## config.mk

```make
export PLATFORM = sky130hd
export DESIGN_NAME = cla_pipe_adder
export DESIGN_NICKNAME = d
export VERILOG_FILES = /design/src/rtl/cla_pipe_adder.sv
export SDC_FILE = /design/constraint.sdc
export NUM_CORES = 1
export LEC_CHECK = 0
export BUFFER_PORTS_ARGS = -buffer_cell sky130_fd_sc_hd__buf_2
export CORE_MARGIN = 1
export CORE_UTILIZATION = 52
export DETAILED_ROUTE_END_ITERATION = 16
export PLACE_DENSITY = 0.76
export REMOVE_ABC_BUFFERS = 1
export SLEW_MARGIN = 20
export SYNTH_ARGS = -nofsm -noshare
export SYNTH_HDL_FRONTEND = slang
export SYNTH_SLANG_ARGS = --single-unit
```

## constraint.sdc

```tcl
create_clock -name clk -period 2.06 [get_ports clk]
set_input_delay 0.206 -clock clk [delete_from_list [all_inputs] [get_ports clk]]
set_output_delay 0.206 -clock clk [all_outputs]
set_load 0.01 [all_outputs]
```

## src/rtl/cla_pipe_adder.sv

```systemverilog
// Two-stage pipelined carry-lookahead adder/subtractor.
// Stage 1 registers per-bit generate/propagate/half-sum and 4-bit group G/P.
// Stage 2 resolves group carries, ripples inside each group, and registers
// sum, carry-out, signed overflow and zero. Valid/ready on both sides with
// full throughput and no skid buffer.

module cla_pipe_adder #(
    parameter int WIDTH = 32,
    parameter int GROUP = 4
) (
    input  logic             clk,
    input  logic             rst,
    input  logic             in_valid,
    output logic             in_ready,
    input  logic [WIDTH-1:0] a,
    input  logic [WIDTH-1:0] b,
    input  logic             cin,
    input  logic             sub,
    output logic             out_valid,
    input  logic             out_ready,
    output logic [WIDTH-1:0] s,
    output logic             cout,
    output logic             ovf,
    output logic             zero
);

    localparam int NG = WIDTH / 4;

    // Parameter legality is enforced at elaboration time.
    if (GROUP != 4) begin : g_bad_group
        $error("cla_pipe_adder: GROUP must be 4");
    end
    if ((WIDTH % 4) != 0 || WIDTH < 8) begin : g_bad_width
        $error("cla_pipe_adder: WIDTH must be a multiple of 4 and >= 8");
    end

    // Stage-1 pipeline registers
    logic [WIDTH-1:0] g_q, g_d;
    logic [WIDTH-1:0] p_q, p_d;
    logic [WIDTH-1:0] h_q, h_d;
    logic [NG-1:0]    gg_q, gg_d;
    logic [NG-1:0]    gp_q, gp_d;
    logic             c0_q, c0_d;
    logic             v1_q, v1_d;

    // Stage-2 (output) registers
    logic [WIDTH-1:0] s_q, s_d;
    logic             cout_q, cout_d;
    logic             ovf_q, ovf_d;
    logic             zero_q, zero_d;
    logic             out_valid_q, out_valid_d;

    // Combinational stage-1 terms
    logic [WIDTH-1:0] bb;
    logic [WIDTH-1:0] bit_g, bit_p, bit_h;
    logic [NG-1:0]    grp_g, grp_p;

    // Combinational stage-2 results
    logic [WIDTH-1:0] sum_w;
    logic             cout_w, ovf_w;

    logic adv2;

    // Handshake: output register moves when empty or drained; stage 1 accepts
    // when empty or when its content moves forward this cycle.
    assign adv2     = ~out_valid_q | out_ready;
    assign in_ready = ~v1_q | adv2;

    // Effective operand and per-bit / per-group generate-propagate terms.
    always_comb begin
        bb    = sub ? ~b : b;
        bit_g = a & bb;
        bit_p = a | bb;
        bit_h = a ^ bb;
        for (int k = 0; k < NG; k++) begin
            grp_g[k] = bit_g[4*k+3]
                     | (bit_p[4*k+3] & bit_g[4*k+2])
                     | (bit_p[4*k+3] & bit_p[4*k+2] & bit_g[4*k+1])
                     | (bit_p[4*k+3] & bit_p[4*k+2] & bit_p[4*k+1] & bit_g[4*k]);
            grp_p[k] = &bit_p[4*k +: 4];
        end
    end

    // Stage-1 next state: load on accept, drain to empty when idle, else hold.
    always_comb begin
        // NOTE: every variable gets a hold default first so no latch is inferred
        // on the paths that do not load.
        g_d  = g_q;
        p_d  = p_q;
        h_d  = h_q;
        gg_d = gg_q;
        gp_d = gp_q;
        c0_d = c0_q;
        v1_d = v1_q;
        if (in_ready) begin
            v1_d = in_valid;
            if (in_valid) begin
                g_d  = bit_g;
                p_d  = bit_p;
                h_d  = bit_h;
                gg_d = grp_g;
                gp_d = grp_p;
                c0_d = cin | sub;
            end
        end
    end

    // Stage-2 carry resolution and output-register next state.
    always_comb begin : stage2_comb
        logic [NG:0] grp_c;
        logic        c_run;
        logic        c_msb_in;

        grp_c[0] = c0_q;
        for (int k = 0; k < NG; k++) begin
            grp_c[k+1] = gg_q[k] | (gp_q[k] & grp_c[k]);
        end

        c_msb_in = 1'b0;
        for (int k = 0; k < NG; k++) begin
            c_run = grp_c[k];
            for (int j = 0; j < 4; j++) begin
                sum_w[4*k+j] = h_q[4*k+j] ^ c_run;
                c_msb_in     = c_run;
                c_run        = g_q[4*k+j] | (p_q[4*k+j] & c_run);
            end
        end
        cout_w = grp_c[NG];
        ovf_w  = grp_c[NG] ^ c_msb_in;

        s_d         = s_q;
        cout_d      = cout_q;
        ovf_d       = ovf_q;
        zero_d      = zero_q;
        out_valid_d = out_valid_q;
        if (adv2) begin
            if (v1_q) begin
                s_d         = sum_w;
                cout_d      = cout_w;
                ovf_d       = ovf_w;
                zero_d      = (sum_w == '0);
                out_valid_d = 1'b1;
            end else if (out_ready) begin
                out_valid_d = 1'b0;
            end
        end
    end

    // Pipeline registers with synchronous reset.
    always_ff @(posedge clk) begin
        // NOTE: state uses non-blocking assignments so every flop samples the
        // pre-edge value of every other flop.
        if (rst) begin
            // NOTE: the data registers are cleared along with the valids so the
            // visible outputs are defined (zero) straight out of reset.
            g_q         <= '0;
            p_q         <= '0;
            h_q         <= '0;
            gg_q        <= '0;
            gp_q        <= '0;
            c0_q        <= 1'b0;
            v1_q        <= 1'b0;
            s_q         <= '0;
            cout_q      <= 1'b0;
            ovf_q       <= 1'b0;
            zero_q      <= 1'b0;
            out_valid_q <= 1'b0;
        end else begin
            g_q         <= g_d;
            p_q         <= p_d;
            h_q         <= h_d;
            gg_q        <= gg_d;
            gp_q        <= gp_d;
            c0_q        <= c0_d;
            v1_q        <= v1_d;
            s_q         <= s_d;
            cout_q      <= cout_d;
            ovf_q       <= ovf_d;
            zero_q      <= zero_d;
            out_valid_q <= out_valid_d;
        end
    end

    assign s         = s_q;
    assign cout      = cout_q;
    assign ovf       = ovf_q;
    assign zero      = zero_q;
    assign out_valid = out_valid_q;

endmodule
```

* Word level (Yosys, flattened, before mapping)
Index checks and enable logic that the tools add are counted.
** Operators by class
- Reduce and logical (&&, ||, !) cells :: 13
- Bitwise gates (word level) :: 170
- Mux-type cells :: 3
** Operators with widths (number)
- AND 1 bit :: 72
- OR 1 bit :: 59
- bitwise XOR 1 bit :: 33
- AND 32 bit :: 1
- zero test 32 bit :: 1
- 2-to-1 mux 32 bit :: 1
- NOT 32 bit :: 1
- OR 32 bit :: 1
- AND reduction 4 bit :: 8
- bitwise XOR 32 bit :: 1
- AND reduction 2 bit :: 3
- 2-to-1 mux 1 bit :: 2
- NOT 1 bit :: 2
- nonzero test 2 bit :: 1
** Word-level totals
- Output and inout port bits :: 37
- Flip-flop bits (word level) :: 148
- Word-level logic and storage cells :: 198
- Bits of input ports :: 70

* Logic depth before layout (Yosys ltp)
Gate-level depths: netlist of run 1.
- Depth in word-level cells :: 22
- Gate-level depth with buffers :: 12

* Least setup slack after synthesis of run 1
OpenSTA, ideal clock, no wires.
- Kind :: reg2reg
- From :: register c0_q
- To :: register zero_q, in the netlist zero
- Period minus slack after synthesis :: 2.176 ns
- Slack :: -0.116 ns
- Cell stages (with the launch flop) :: 10
- Library setup time :: 0.059 ns
- Required time :: 2.001 ns
- Arrival time :: 2.117 ns
- Path through :: dfxtp_1 buf_2 a211oi_2 nor2_1 o41a_1 xor2_1 or4b_1 nor4b_2 nand4_1 nand2_1
** Between the ends
- Cells in the longest elaborated chain, start to end :: 22
** Ends and longest elaborated chain
- from (decl) :: RTL line 43 : logic c0_q, c0_d;
- from (signal assigned) :: RTL line 161 : c0_q <= 1'b0;
- from (signal assigned) :: RTL line 174 : c0_q <= c0_d;
- AND 1 bit :: RTL line 116 : grp_c[k+1] = gg_q[k] | (gp_q[k] & grp_c[k]);
- OR 1 bit :: RTL line 116
- AND 1 bit :: RTL line 116
- OR 1 bit :: RTL line 116
- AND 1 bit :: RTL line 116
- OR 1 bit :: RTL line 116
- AND 1 bit :: RTL line 116
- OR 1 bit :: RTL line 116
- (+6 left out)
- AND 1 bit :: RTL line 125 : c_run = g_q[4*k+j] | (p_q[4*k+j] & c_run);
- OR 1 bit :: RTL line 125
- AND 1 bit :: RTL line 125
- OR 1 bit :: RTL line 125
- AND 1 bit :: RTL line 125
- OR 1 bit :: RTL line 125
- bitwise XOR 1 bit :: RTL line 123 : sum_w[4*k+j] = h_q[4*k+j] ^ c_run;
- zero test 32 bit * :: RTL line 141 : zero_d = (sum_w == '0);
- to (signal assigned) :: RTL line 179 : zero_q <= zero_d;
- to (decl) :: RTL line 50 : logic zero_q, zero_d;
Mark *: on every way between the ends. The rest lies on a longest branch, timed or not.
A chain may end at the register's enable or synchronous reset.

* Worst setup path in the final report of run 1
Ends and elaborated chain as after synthesis.

==> results of run 1 <==
[where the power goes]
| group | switching [mW] | total [mW] | internal, mW |
|---|---|---|---|
| Clock | 1.04 | 2.78 | 1.74 |
| Sequential | 0.165 | 2.95 | 2.78 |
| Combinational | 0.768 | 1.44 | 0.669 |
| Total | 1.97 | 7.16 | 5.19 |
[per-layer routing]
metal / wire length [um] / share of wire, % / up-vias / track usage (%)
met2: 8969 / 51 / 160 / 44.58
li1: - / - / 3342 / -
met5: 0 / 0 / - / 0
met1: 7637 / 43 / 3050 / 29.91
met4: 327 / 1.9 / 0 / 7.969
met3: 705 / 4.0 / 25 / 5.276
[registers in the layout, summed over array words and instances (netlist names)]
name	flops
c0_q	1
g_q	24
gg_q	8
gp_q	8
ovf	1
v1_q	1
h_q	32
out_valid	1
zero	1
s	32
cout	1
p_q	24
[area by class of cell]
type	count	area share, %
Multi-Input combinational cell	667	45.80
Sequential cell	134	29.97
Timing Repair Buffer	168	12.26
Clock buffer	27	5.930
Inverter	82	3.424
Tap cell	176	2.450
Clock inverter	3	0.1670
[through the flow]
| stage | setup slack [ns] | utilization [%] | cells |
|---|---|---|---|
| 6_report | -0.2244 | 67.34 | 1257 |
| 5_1_grt | -0.3868 | 67.34 | 1257 |
| 4_1_cts | -0.2096 | 66.43 | 1253 |
| 3_5_place_dp | -0.2688 | 62.06 | 1223 |
| 3_3_place_gp | -0.1854 | 62.06 | 1223 |
| 2_1_floorplan | -1.041 | - | 883 |
[final timing paths]
check                     startpoint            endpoint  slack, ns
setup / recovery   c0_q$_SDFFE_PP0P_   zero$_SDFFE_PP0P_      -0.22
hold / removal              in_valid   v1_q$_SDFFE_PP0N_       0.04
setup reg to reg   c0_q$_SDFFE_PP0P_   zero$_SDFFE_PP0P_      -0.22
hold reg to reg   s[21]$_SDFFE_PP0P_  s[21]$_SDFFE_PP0P_       0.45
[cells in the final DEF, fill, tap and decap left out, types with 4 or more instances in the layout]
master / instances
sky130_fd_sc_hd__dfxtp_1: 127
sky130_fd_sc_hd__buf_12: 8
sky130_fd_sc_hd__nand2b_1: 6
sky130_fd_sc_hd__dfxtp_2: 6
sky130_fd_sc_hd__nor3_1: 15
sky130_fd_sc_hd__a21o_1: 7
sky130_fd_sc_hd__nor2_1: 95
sky130_fd_sc_hd__o21ai_0: 20
sky130_fd_sc_hd__nand3_1: 6
sky130_fd_sc_hd__o21a_1: 4
sky130_fd_sc_hd__xnor2_1: 11
sky130_fd_sc_hd__inv_1: 82
sky130_fd_sc_hd__nand3b_1: 8
sky130_fd_sc_hd__clkbuf_8: 7
sky130_fd_sc_hd__buf_4: 54
sky130_fd_sc_hd__a21oi_1: 108
sky130_fd_sc_hd__a211oi_1: 28
sky130_fd_sc_hd__nor2b_1: 5
sky130_fd_sc_hd__nand2_1: 180
sky130_fd_sc_hd__clkbuf_16: 17
sky130_fd_sc_hd__nor4_1: 9
sky130_fd_sc_hd__ha_1: 64
sky130_fd_sc_hd__buf_2: 105
sky130_fd_sc_hd__xor2_1: 46
[timing repair]
action / 4_1_cts / 5_1_grt
endpoints found under the setup margin: 3 / 6
gates cloned: 0 / 0
buffers inserted: 0 / 4
pin swaps: 3 / 18
hold endpoints to repair: 0 / 0
resized for setup: 9 / 21
[worst min-delay path, cell delays in order]
cell and delay, ns:
sky130_fd_sc_hd__buf_2 0.11, sky130_fd_sc_hd__a21oi_1 0.04, sky130_fd_sc_hd__nor2_1 0.07
[cell families (layout without fill, tap and decap cells)]
family,count (synthesis),after routing
AO/OA/AOI/OAI,199,199
flip-flops,134,134
adder cells (fa/ha/maj),64,64
buffers and inverters,135,280
XOR/XNOR,59,59
AND/OR/NAND/NOR,345,345
==> flow_summary_export.csv, run 1 <==
group,metric,value,unit
place,gp_congestion,0.8684,
layout,layout-area-overhead-vs-synth,25.05,%
synthesis,synth-xor-area-share,7.189,%
synthesis,simple_gate_portion_of_the_synthesized_area,20.61,%
die,initial_core_util,53.85,%
route,drtAntennaViolNets,0,
power_and_ir_drop,design_power_total,7.164,mW
run_status,status,"finished, violations left",
sta,final_setup_skew,0.005731,ns
die,design.portCount,107,
sta,grt_setup_unrepaired,"yes",
layout,num-nets-final,1204,
route,route.final.wire_length,17.64,mm
worst_setup_path,path_max_fanout,6,
clock_tree,tritoncts.num_buffers,17,
synthesis,ys_async_sr_fraction,0,%
die,die-height,119.6,um
synthesis,synthFlopType,"sky130_fd_sc_hd__dfxtp_1",
die,fp.dieW,119.6,um
clock_tree,cts-hold-fix-buffers,0,
route,drtIter0Drc,508,
die,floorplan.core_area,13350,um2
synthesis,ys.warnings.count,0,
route,detail_route.drc_violations,0,
worst_setup_path,critical-path-max-stage-delay,0.51,ns
sta,final.min_clock_period,2.284,ns
layout,final_layout_size_suffix_gt1_share,21.09,%
clock_tree,clock_sink_count,134,
hold_path,hold_path_class,"primary input to register",
worst_setup_path,timing_worst_setup_path_type,"register to register",
place,io_buffer_count,106,
route,drt-pass1-iter-count,7,
synthesis,netlist-cell-type-count,48,
worst_setup_path,path_depth,8,
synthesis,synthTopCellsByArea,"sky130_fd_sc_hd__dfxtp_1, sky130_fd_sc_hd__ha_1, sky130_fd_sc_hd__nand2_1",
synthesis,yosys.area_share.adder,11.14,%
synthesis,synthesis.area,7188,um2
power_and_ir_drop,power.density,797.0,nW/um2
worst_setup_path,path_delay_family,"simple AND/OR/NAND/NOR gates",
layout,final_design_area_no_fill,8989,um2
sta,final-hold-violation-count,0,
synthesis,seq_total_area_yosys,37.32,%
hold_path,min_delay_path_depth,3,
layout,regArea,2694,um2
global_route,antenna_found_initial,0,
worst_setup_path,critPathSlowestCell,"sky130_fd_sc_hd__or4b_4",
global_route,grt_start_max_net_pins,135,
sta,achievable_clock_frequency,0.4377,GHz
global_route,grt.overflow.total,0,
clock_tree,max-clock-path-buffers,2,
worst_setup_path,ff2ff_path_depth,8,
worst_setup_path,worst_ep_required_time,2.42,ns
worst_setup_path,critical_path.endpoint_type,"register",
global_route,grt_pass1_wl,28.46,mm
worst_setup_path,timing.critical_path.cells,"a211o_1 -> a21oi_2 -> o21ai_1 -> xnor2_1 -> or4b_4 -> nor4b_4 -> nand4_1 -> nand2_1",
route,post_drt_wl_per_cell,14.03,um
power_and_ir_drop,vdd_drop_max,0.0005524,V
clock_tree,cts_root_buffer,"sky130_fd_sc_hd__clkbuf_16",
sta,tightestPinTransition,0.5730,ns
place,dp.final_hpwl,12.51,mm
synthesis,number_of_enable_flip_flop_cells_after_synthesis,0,
route,vias_per_cell,5.232,
layout,fill_cells,1116,
sta,worst_setup_slack_after_layout,-0.2244,ns
place,placement.cell_area,8284,um2
clock_tree,cts_tree,"built",
sta,final_count_of_negative_setup_slack_endpoints,3,
synthesis,synthesis.instances,936,
synthesis,synthesis.area_per_instance,7.680,um2
flow_run,maximum_capacitance_violations,0,
worst_setup_path,worst-endpoint-arrival,2.65,ns
die,placementRows,42,
die,floorplan.die_area,14300,um2
sta,setup_tns,-0.2974,ns
sta,slew-limit-headroom,60.81,%
route,route.vias.total,6577,
worst_setup_path,startpoint_type,"register",
worst_setup_path,critical_path_buf_inv_count,0,
layout,footprint_of_the_multi_input_gates,4116,um2
synthesis,main_combinational_cell_family_by_area_after_synthesis,"simple AND/OR/NAND/NOR gates",
global_route,first_global_vias,6140,
synthesis,post-synth-top-count-cell,"sky130_fd_sc_hd__nand2_1",
sta,min_period_over_period,110.9,%
sta,timing.final.max_slew_violations,0,
synthesis,post-synth-top-area-cell,"sky130_fd_sc_hd__dfxtp_1",
global_route,overall_global_routing_usage,25.05,%
synthesis,ys_top_cells_by_count,"sky130_fd_sc_hd__nand2_1, sky130_fd_sc_hd__dfxtp_1, sky130_fd_sc_hd__a21oi_1, sky130_fd_sc_hd__nor2_1, sky130_fd_sc_hd__inv_1",
clock_tree,number_of_levels_the_h_tree_was_split_into,4,
layout,insertedDiodeCount,0,
sta,hold-worst-slack,0.04344,ns
synthesis,synth_top_area_share,37.32,%
power_and_ir_drop,p_leak,4.199,nW
clock_tree,clk_lat_worst_skew,0.42,ns
synthesis,synth_compound_gate_area_share,16.68,%
synthesis,synth_seq_cells,134,
synthesis,post_synth_mux_area_share,0,%
run_status,failed_checks,"negative setup slack",
clock_tree,clk_pin_slew,0.05,ns
(Power assumes the default switching activity.)
==> run 2, diff against run 1 <==
- CORE_UTILIZATION: 52 -> 55
- MAX_ROUTING_LAYER: unset -> met4
- clock period: 2.06 -> 2.75 ns (I/O delays scaled with it)
==> run 2 against run 1 <==
Effect of this change:
- the flow now finishes without violations
- count of clock-buffer cells in the layout down 4
- via count down 4.0%
- maximum frequency down 2.3%
- clock power down 22%
- utilization down 0.96 points
- wire length down 6.4%
- hold slack better by 0.084 ns
- final area down 6.4%
- critical path depth unchanged
- clock skew up 0.00079 ns
- power down 27%
- critical path type unchanged
- largest power group unchanged
- highest routed layer unchanged
==> flow_summary_export.csv, run 2 (synthesis gave the netlist of run 1 again) <==
group,metric,value,unit
global_route,grt_start_max_net_pins,74,
die,floorplan.die_area,13530,um2
clock_tree,number_of_levels_the_h_tree_was_split_into,4,
layout,num-nets-final,1151,
route,vias_per_cell,5.252,
clock_tree,clock_sink_count,134,
clock_tree,cts_tree,"built",
layout,mostFrequentLayoutCells,"sky130_fd_sc_hd__nand2_1, sky130_fd_sc_hd__dfxtp_1, sky130_fd_sc_hd__a21oi_1",
global_route,antenna_found_initial,0,
die,die-height,116.3,um
global_route,grt.overflow.total,0,
place,io_buffer_count,106,
die,fp.dieW,116.3,um
clock_tree,tritoncts.num_buffers,17,
global_route,globalRouteMet3Util,5.501,%
route,route.vias.total,6313,
route,route.final.wire_length,16.52,mm
power_and_ir_drop,vdd_drop_max,0.0003966,V
route,drt-pass1-iter-count,7,
place,post-place-cells,1170,
clock_tree,cts-hold-fix-buffers,0,
sta,worst_setup_slack_after_layout,0.4111,ns
route,detail_route.drc_violations,0,
die,placementRows,41,
clock_tree,max-clock-path-buffers,2,
global_route,overall_global_routing_usage,26.55,%
layout,regArea,2683,um2
global_route,use_met2,43.71,%
run_status,status,"complete, no violations",
place,dp_slack,0.4132,ns
clock_tree,clk_lat_worst_skew,0.41,ns
clock_tree,cts_setup_buffers,0,
die,design.portCount,107,
place,dp.final_hpwl,12.03,mm
hold_path,hold_path_class,"primary input to register",
layout,final_core_occ,66.38,%
global_route,use_met1,31.69,%
sta,timing.final.max_slew_violations,0,
layout,fill_cells,1145,
sta,final-hold-violation-count,0,
sta,slew-limit-headroom,55.06,%
worst_setup_path,rrSetupSlack,0.41,ns
die,initial_core_util,56.73,%
sta,tightestPinTransition,0.6571,ns
sta,final_count_of_negative_setup_slack_endpoints,0,
flow_run,maximum_capacitance_violations,0,
worst_setup_path,worst_ep_required_time,3.10,ns
layout,final_cell_count_no_fill,1202,
worst_setup_path,timing_worst_setup_path_type,"register to register",
layout,footprint_of_the_multi_input_gates,4010,um2
global_route,first_global_vias,5673,
sta,final.min_clock_period,2.339,ns
sta,grt_setup_unrepaired,"no",
sta,achievable_clock_frequency,0.4276,GHz
global_route,busiest_layer,"met2",
power_and_ir_drop,p_leak,3.880,nW
clock_tree,cts_root_buffer,"sky130_fd_sc_hd__clkbuf_16",
layout,layout.cells.most_common,"sky130_fd_sc_hd__nand2_1",
power_and_ir_drop,power.density,624.8,nW/um2
die,floorplan.core_area,12670,um2
route,drtAntennaViolNets,0,
worst_setup_path,path_max_fanout,8,
worst_setup_path,worst-endpoint-arrival,2.69,ns
clock_tree,postCtsResizedCells,0,
route,drtIter0Drc,338,
worst_setup_path,startpoint_type,"register",
layout,insertedDiodeCount,0,
layout,final_layout_size_suffix_gt1_share,14.85,%
clock_tree,clk_pin_slew,0.05,ns
sta,hold-worst-slack,0.1276,ns
layout,layout-area-overhead-vs-synth,17.01,%
place,gp_congestion,0.9067,
route,post_drt_wl_per_cell,13.74,um
sta,min_period_over_period,85.05,%
sta,final_setup_skew,0.006524,ns
global_route,grt_pass1_wl,26.86,mm
worst_setup_path,critical_path.endpoint_type,"register",
==> run 2: final timing paths <==
kind / start / to / cells after the start
setup / recovery: c0_q$_SDFFE_PP0P_ / zero$_SDFFE_PP0P_ / 8
hold / removal: in_valid / v1_q$_SDFFE_PP0N_ / 3
setup reg to reg: c0_q$_SDFFE_PP0P_ / zero$_SDFFE_PP0P_ / 8
hold reg to reg: s[27]$_SDFFE_PP0P_ / s[27]$_SDFFE_PP0P_ / 2
==> run 2: per-layer routing <==
layer | vias to the layer above | share of wire [%] | wire, um
met4 | 0 | 2.4 | 393
met3 | 29 | 4.1 | 675
li1 | 3240 | - | -
met2 | 169 | 49 | 8070
met1 | 2875 | 45 | 7378
met5 | - | 0 | 0
==> run 2: stage by stage <==
step / total power, mW / instance area (um2) / TNS, ns
CTS: 5.285 / 8406 / 0
finish: 5.255 / 8411 / 0
global placement: 3.101 / 7836 / 0
detailed placement: 3.117 / 7836 / 0
global route: 5.518 / 8411 / 0
floorplan: 2.791 / 6988 / -28.99
==> run 2: layout make-up <==
class / count / share of cell area (%)
Multi-Input combinational cell: 667 / 47.68
Sequential cell: 134 / 31.90
Timing Repair Buffer: 115 / 7.438
Clock buffer: 23 / 5.564
Inverter: 82 / 3.660
Tap cell: 172 / 2.559
Clock inverter: 9 / 1.205
==> run 2: report_power, final <==
part / switching, mW / total (mW) / internal (mW)
clock: 0.802 / 2.18 / 1.37
combinational: 0.507 / 0.872 / 0.365
sequential: 0.126 / 2.21 / 2.08
total: 1.43 / 5.25 / 3.82
==> run 2: critical path: stages, from the launching register on <==
cell and delay, ns:
sky130_fd_sc_hd__dfxtp_1 0.40, sky130_fd_sc_hd__a21oi_1 0.25, sky130_fd_sc_hd__a2bb2oi_1 0.34, sky130_fd_sc_hd__a21o_1 0.25, sky130_fd_sc_hd__xor2_1 0.20, sky130_fd_sc_hd__or4b_1 0.45
sky130_fd_sc_hd__nor4_1 0.20, sky130_fd_sc_hd__nand4_1 0.12, sky130_fd_sc_hd__nand2_1 0.08
